File: config.mk
export PLATFORM = sky130hd
export DESIGN_NAME = lfsr_word_scheduler
export DESIGN_NICKNAME = d
export VERILOG_FILES = /design/src/rtl/lfsr_word_scheduler_pkg.sv /design/src/rtl/lfsr_word_scheduler_rr_arbiter.sv /design/src/rtl/lfsr_word_scheduler.sv
export SDC_FILE = /design/constraint.sdc
export NUM_CORES = 1
export LEC_CHECK = 0
export BUFFER_PORTS_ARGS = -buffer_cell sky130_fd_sc_hd__buf_2
export CORE_MARGIN = 3
export CORE_UTILIZATION = 50
export CTS_CLUSTER_DIAMETER = 120
export DETAILED_ROUTE_END_ITERATION = 12
export PLACE_DENSITY = 0.87
export SLEW_MARGIN = 20
export SYNTH_ARGS = -nofsm -noshare
export SYNTH_HDL_FRONTEND = slang
export SYNTH_SLANG_ARGS = --single-unit
File: constraint.sdc
create_clock -name clock -period 3.3 [get_ports clock]
set_input_delay 0 -clock clock [delete_from_list [all_inputs] [get_ports clock]]
set_output_delay 0 -clock clock [all_outputs]
set_load 0.01 [all_outputs]
File: src/rtl/lfsr_word_scheduler_pkg.sv
// Shared definitions for the LFSR word scheduler: FSM encoding, seed
// sanitizing and the width helper used to size counters and indices.
package lfsr_word_scheduler_pkg;

    localparam logic [1:0] ST_IDLE = 2'd0;
    localparam logic [1:0] ST_LOAD = 2'd1;
    localparam logic [1:0] ST_RUN  = 2'd2;
    localparam logic [1:0] ST_DONE = 2'd3;

    localparam logic [3:0] SEED_DEFAULT = 4'b0001;

    function automatic int clog2(input int value);
        int r;
        int v;
        r = 0;
        v = value - 1;
        while (v > 0) begin
            r = r + 1;
            v = v >> 1;
        end
        return r;
    endfunction

    // An all-zero state locks the LFSR up, so it is never loaded.
    function automatic logic [3:0] sanitize_seed(input logic [3:0] s);
        return (s == 4'h0) ? SEED_DEFAULT : s;
    endfunction

endpackage

File: src/rtl/lfsr_word_scheduler_rr_arbiter.sv
// Combinational round-robin pick: first set request at or above the
// pointer, wrapping around, reported as one-hot plus index.
module rr_arbiter
    import lfsr_word_scheduler_pkg::*;
#(
    parameter int NREQ = 4,
    localparam int IDX_W = clog2(NREQ)
) (
    input  logic [NREQ-1:0]  req,
    input  logic [IDX_W-1:0] ptr,
    output logic [NREQ-1:0]  grant,
    output logic [IDX_W-1:0] grant_idx,
    output logic             grant_vld
);

    int cand;

    always_comb begin
        grant     = '0;
        grant_idx = '0;
        grant_vld = 1'b0;
        cand      = 0;
        for (int i = 0; i < NREQ; i++) begin
            cand = int'(ptr) + i;
            if (cand >= NREQ) begin
                cand = cand - NREQ;
            end
            if (!grant_vld && req[cand]) begin
                grant_vld   = 1'b1;
                grant_idx   = IDX_W'(cand);
                grant[cand] = 1'b1;
            end
        end
    end

endmodule

File: src/rtl/lfsr_word_scheduler.sv
// Shares one external 4-bit LFSR cell among NREQ requesters: arbitrates,
// seeds the cell, collects WORD_W serial bits and hands the word back.
module lfsr_word_scheduler
    import lfsr_word_scheduler_pkg::*;
#(
    parameter int NREQ   = 4,
    parameter int WORD_W = 8,
    localparam int IDX_W = clog2(NREQ)
) (
    input  logic                clock,
    input  logic                reset,
    input  logic [NREQ-1:0]     req,
    input  logic [4*NREQ-1:0]   seed,
    output logic [NREQ-1:0]     gnt,
    output logic                lfsr_load,
    output logic [3:0]          lfsr_seed,
    input  logic                lfsr_q,
    output logic [WORD_W-1:0]   word,
    output logic [IDX_W-1:0]    word_id,
    output logic                word_valid,
    input  logic                word_ready,
    output logic                busy
);

    localparam int CNT_W = clog2(WORD_W + 1);

    logic [1:0]        state;
    logic [IDX_W-1:0]  ptr;
    logic [IDX_W-1:0]  win_r;
    logic [3:0]        seed_r;
    logic [CNT_W-1:0]  cnt;
    logic [WORD_W-1:0] shreg;

    logic [NREQ-1:0]   arb_grant;
    logic [IDX_W-1:0]  arb_idx;
    logic              arb_vld;
    logic [3:0]        seed_pick;

    rr_arbiter #(
        .NREQ(NREQ)
    ) u_arb (
        .req       (req),
        .ptr       (ptr),
        .grant     (arb_grant),
        .grant_idx (arb_idx),
        .grant_vld (arb_vld)
    );

    always_comb begin
        seed_pick = '0;
        for (int i = 0; i < NREQ; i++) begin
            if (arb_grant[i]) begin
                seed_pick = seed_pick | seed[4*i +: 4];
            end
        end
    end

    always_ff @(posedge clock or negedge reset) begin
        if (!reset) begin
            state  <= ST_IDLE;
            ptr    <= '0;
            win_r  <= '0;
            seed_r <= '0;
            cnt    <= '0;
            shreg  <= '0;
        end else begin
            case (state)
                ST_IDLE: begin
                    if (arb_vld) begin
                        win_r  <= arb_idx;
                        seed_r <= sanitize_seed(seed_pick);
                        state  <= ST_LOAD;
                    end
                end
                ST_LOAD: begin
                    cnt   <= '0;
                    state <= ST_RUN;
                end
                ST_RUN: begin
                    // The cell advances on this same edge, so lfsr_q is the
                    // output of the state being replaced.
                    shreg <= (shreg << 1) | WORD_W'(lfsr_q);
                    cnt   <= cnt + CNT_W'(1);
                    if (cnt == CNT_W'(WORD_W - 1)) begin
                        state <= ST_DONE;
                    end
                end
                ST_DONE: begin
                    if (word_ready) begin
                        ptr   <= (win_r == IDX_W'(NREQ - 1)) ? '0 : win_r + IDX_W'(1);
                        state <= ST_IDLE;
                    end
                end
                default: state <= ST_IDLE;
            endcase
        end
    end

    always_comb begin
        gnt = '0;
        if (state == ST_LOAD) begin
            gnt[win_r] = 1'b1;
        end
    end

    assign lfsr_load  = (state == ST_LOAD);
    assign lfsr_seed  = seed_r;
    assign word       = shreg;
    assign word_id    = win_r;
    assign word_valid = (state == ST_DONE);
    assign busy       = (state != ST_IDLE);

endmodule

; Yosys cells after proc, flatten, opt, wreduce, memory -nomap -nowiden
; Cells that the tools add are included.
[word_totals]
out_inout_bits = 21
word_cells = 112
reg_bits = 22
in_bits = 24
[op_classes]
n_reduce_logical = 18
eq_ne = 8
add_sub_neg = 9
n_lt_le_gt_ge = 14
mux = 50
n_bitwise = 7
[ops]
columns = cell, count
row1 = $ge A32 B1 Y1 const B, 4
row2 = $lt A32 B4 Y1 const B, 4
row3 = $mux W32, 4
row4 = $ge A32 B4 Y1 const B, 3
row5 = $sub A32 B4 Y32 const B, 3
row6 = $mux W4, 10
row7 = $or A4 B4 Y4, 6
row8 = $mux W1, 17
row9 = $mux W2, 8
row10 = $demux W1 S2, 5
row11 = $bmux W1 S2, 4
row12 = $logic_and A1 B1 Y1, 8
row13 = $or A8 B1 Y8, 1
row14 = $pmux W2 S4, 1
row15 = $pmux W4 S2, 1
row16 = $add A2 B2 Y3 const B, 2
row17 = $eq A2 B2 Y1 const B, 3
row18 = $add A4 B1 Y4 const B, 1
row19 = $eq A4 B3 Y1 const B, 1
row20 = $logic_not A4 Y1, 1
row21 = $ne A2 B2 Y1 const B, 2
row22 = $reduce_and A2 Y1, 2
row23 = $reduce_bool A2 Y1, 2
row24 = $sub A2 B3 Y4 const B, 1
row25 = 10 further kinds, 12

; Logic depth before layout (Yosys ltp)
[logic_depth]
word_depth = 24
mapped_depth = 9
depth_no_buf = 8

; Hierarchy
; A second synthesis with hierarchy kept.
[unflattened]
cells_unflattened = 147
area_unflattened_um2 = 1626.6
[modules_own_cells]
columns = module, cells_per_inst, area_per_inst_um2, seq_area_each_um2, instances
row1 = lfsr_word_scheduler, 99, 1167.4, 550.5, 1
row2 = rr_arbiter, 48, 459.2, 0.0, 1

; Least setup slack after synthesis
; No wires, ideal clock.
[synth_timing]
path_type = register to register
from = reg ptr[0]
to = reg seed_r[0] (netlist: lfsr_seed[0])
stages_incl_launch_ff = 10
arrival_time_ps = 2804
path_buffers = 1
setup_time_ps = 122
synth_period_minus_slack_ps = 2925
slack_ps = 375
required_ps = 3178
path_cell_list = dfrtp_1 buf_2 inv_1 ha_1 mux4_2 and2_4 o311a_1 nand4b_1 a221o_1 a32o_1
[synth_via]
elab_chain_len = 24
elab_cells_between_ends = 74
cone_classes = add/sub (7) / order compare (12) / mux (37) / bitwise (6) / reduce/logical (12)
[synth_lines]
columns = element, line_no
row1 = from (decl), lfsr_word_scheduler.sv:28  ; logic [IDX_W-1:0] ptr;
row2 = from (signal assigned), lfsr_word_scheduler.sv:90  ; ptr <= (win_r == IDX_W'(NREQ - 1)) ? '0 : win_r + IDX_W'(1);
row3 = "parallel branches: the longest is 24 deep, another holds $sub A32 B4 Y32", -
row4 = to (signal assigned), lfsr_word_scheduler.sv:71  ; seed_r <= sanitize_seed(seed_pick);
row5 = to (decl), lfsr_word_scheduler.sv:30  ; logic [3:0] seed_r;
; Parallel ways; which one is timed is not known. The select of a mux whose other input is x is not followed.
; A chain may end at the register's enable or synchronous reset.

; Worst setup path in the final report
[layout_timing]
from = reg ptr[1]
to = reg seed_r[0] (netlist: lfsr_seed[0])
; Same word-level chain as after synthesis.

==> impl_results.md <==
* Post-CTS Resized at 0
* Die height at 64.5 um
* Initial Utilization at 54.3%
* Core area at ~0.0032 sq mm
* CTS Buffer Depth at 2
* Post-synth cell types at 50
* Switch share at approximately 44%
* Number of I/O pins at 45
* Slew at the pin closest to its max-slew limit at 545 ps
* TritonRoute pass-1 iters at 4
* CTS sink cnt at 22
* Power per standard cell area at a little over 900 mW/mm^2
* Placed cells at 260
* Share of post-route cells with drive strength above 1 at 29.1%
* Synthesized instance count at 178
* Mapped Nets at 215
* Drt total wl at about 3800 um
* Avg Cell Area, Syn at 9.62 sq um
* Max FO, Critical Path at 10
* Sequential area share after synthesis at between 30% and 40%
* Commonest cells post-synth: dfrtp_1 (22), o21ai_0 (19), inv_1 (18)
* Post-synth top area share at 32.2%
* N_diodes at 0
* Part of the power in registers at 26.1%
* Min Clock Period, post-route at 2900 ps
* R2R cell count at 8
* CP Class: flop to flop
* Switch Pwr at 833 uW
* Hold Vio Cnt, Final at 0
* Reg-to-reg slack, setup at 400 ps
* Logic gate share of total power at a little over three fifths
* Critical Path RT at approximately 3600 ps
* Fin. max-slew vios at 0
* Post-Syn Area at 0.00171 sq mm
* Fin crit share at between 80 and 90%
* Most common cell in the netlist: dfrtp_1
* Area contributors post-synth: dfrtp_1 (32%), ha_1 (9.5%), mux2_2 (5.9%), o21ai_0 (5.6%), inv_1 (3.9%)
* Vias at about 1,500
* CTS Root Cell: clkbuf_4
* Final Skew at 3.48 ps
* P_int at roughly 1.0 mW
* Die area at between 0.004 and 0.005 sq mm
* Drt initial violations at 127
* Status: finished clean
* Fin Hold WS at 25.2 ps
* TritonCTS Buffers at 3
* Leak pwr at 0.941 nW
* Crit path from: ptr[1]$_DFFE_PN0P_
* End point of the critical path: lfsr_seed[0]$_DFFE_PN0P_
* RSZ-0062 raised after global routing: no
* Post-synth EDFFs at 0
* Fmax at 345 MHz
* Endpoint class of the critical path: flop
* Setup_tns at 0 ps
* Vias in the first global route at 1,434
* Core Rows at 20
* Initial antenna violation count at 0
* Reg2Reg Launch Point: ptr[1]$_DFFE_PN0P_
* R2r endpoint: lfsr_seed[0]$_DFFE_PN0P_
* Gpl congestion at a little under 1
* Port bufs at 44
* Core Util, Final at roughly 64%
* Clock Latency Late Sink at 300 ps
* Critical Path AT at between 3000 and 4000 ps
* CTS tree: done
* Yosys top cell by area: dfrtp_1
* Grt ovf at 0
* Nets at 261
* Ys async rst share at 100%
* Ys Warns at 0
* # DRC at 0
* Min-Delay Path Class: input pin to flop
* Antenna Nets Post-Route at 0
* Die Span X at 64.5 um
* Crit path launch type: flop
* Largest net degree at the start of global routing at 23
* Routed len/inst at 14.4 um
* Seq cells post-synth at 22
* P&R area growth vs syn at 18.6%
* Slew HR at 63.7%
* Final cell count without fillers at 267
* Htree depth at 1
* GRT Total Usage at 18.6%
* Max-cap viol count at 0
* # setup viols final at 0
* Hpwl dp at approximately 3000 um
* Clock power share at 10.6%
* CTS clk-pin slew, worst paths at 120 ps
* Worst IR Drop VDD at 0.557 mV
* Vias/cell at 5.72
* Synth Flop Type: dfrtp_1
* First-pass GRT wire length at about 6300 um
-- power groups by stage --
stage | Sequential, mW | Combinational, mW | Clock, mW
after global routing | 0.511 | 1.31 | 0.220
after CTS | 0.493 | 1.18 | 0.206
final | 0.491 | 1.19 | 0.200
after floorplan | 0.528 | 0.820 | 0
after global placement | 0.490 | 1.15 | 0
after detailed placement | 0.497 | 1.18 | 0
-- what timing repair did --
action / 4_1_cts / 5_1_grt
endpoints found under the hold margin: 23 / 1
buffers inserted: 0 / 0
hold buffers: 2 / 1
-- cell usage in the layout (no fill, tap or decap), drive strengths merged, types with 2 or more instances in the layout --
master and instances:
o211ai 2, nand2b 2, mux2 9, and2 5, mux4 4, ha 13
dlygate4sd3 3, a221o 2, or3b 2, buf 45, o21ai 19, a221oi 2
nor2b 2, a21oi 4, a211oi 3, mux2i 2, nand3 5, clkbuf 3
nand2 13, a21boi 3, nor2 7, a22o 4, a21o 2, dfrtp 22
o22ai 2, a22oi 4, a2111oi 2, inv 18, nor3b 4
-- stage by stage --
step | power, mW | setup slack [ps] | instance area [sq um]
2_1_floorplan | 1.35 | 375 | 1710
3_5_place_dp | 1.67 | 447 | 1950
4_1_cts | 1.88 | 418 | 2020
3_3_place_gp | 1.64 | 490 | 1950
5_1_grt | 2.04 | 272 | 2030
6_report | 1.88 | 404 | 2030
-- logic make-up after synthesis --
family / after synthesis / synth area share (%)
compound gates: 58 / 24.6
simple gates: 45 / 14.3
buf+inv: 25 / 6.73
flops: 22 / 32.2
mux: 15 / 12.8
fa+ha+maj: 13 / 9.50
-- registers in the layout (all words and copies together), names as in the netlist --
signal / flops
cnt: 4
lfsr_seed: 4
ptr: 2
state: 2
word: 8
word_id: 2
-- per-layer routing --
metal  up-vias  GRT usage [%]  part of all wire, %
li1        750              -                    -
met1       712           25.9                   45
met2        61           31.3                   48
met3         4           3.12                  6.3
met4         0           1.85                 0.65
met5         -              0                    0
-- worst min path at each step --
stage | from | to | slack (ps) | depth (start not counted)
final | seed[10] | lfsr_seed[2]$_DFFE_PN0P_ | 30 | 3
after detailed placement | reset | word[4]$_DFFE_PN0P_ | -20 | 1
after global routing | seed[10] | lfsr_seed[2]$_DFFE_PN0P_ | 10 | 3
after CTS | seed[15] | lfsr_seed[3]$_DFFE_PN0P_ | 10 | 3
after floorplan | reset | cnt[0]$_DFFE_PN0P_ | -300 | 0
after global placement | reset | word[5]$_DFFE_PN0P_ | -20 | 1
-- worst max-delay path: stages, from the launching register on --
cell,delay [ps]
dfrtp_1,440
inv_1,110
ha_1,410
mux4_2,640
a21o_1,240
o21ai_0,150
a21boi_0,130
a2111oi_1,510
a32o_1,230
-- cell type report --
cell class	instances	area, sq um
fillers	289	1120
multi-input cells	131	1050
flip-flops and latches	22	551
repair buffers	48	258
inverters	18	67.6
well taps	44	55.1
clock inverters	1	30.0
clock buffers	3	22.5
(Power assumes the default switching activity.)
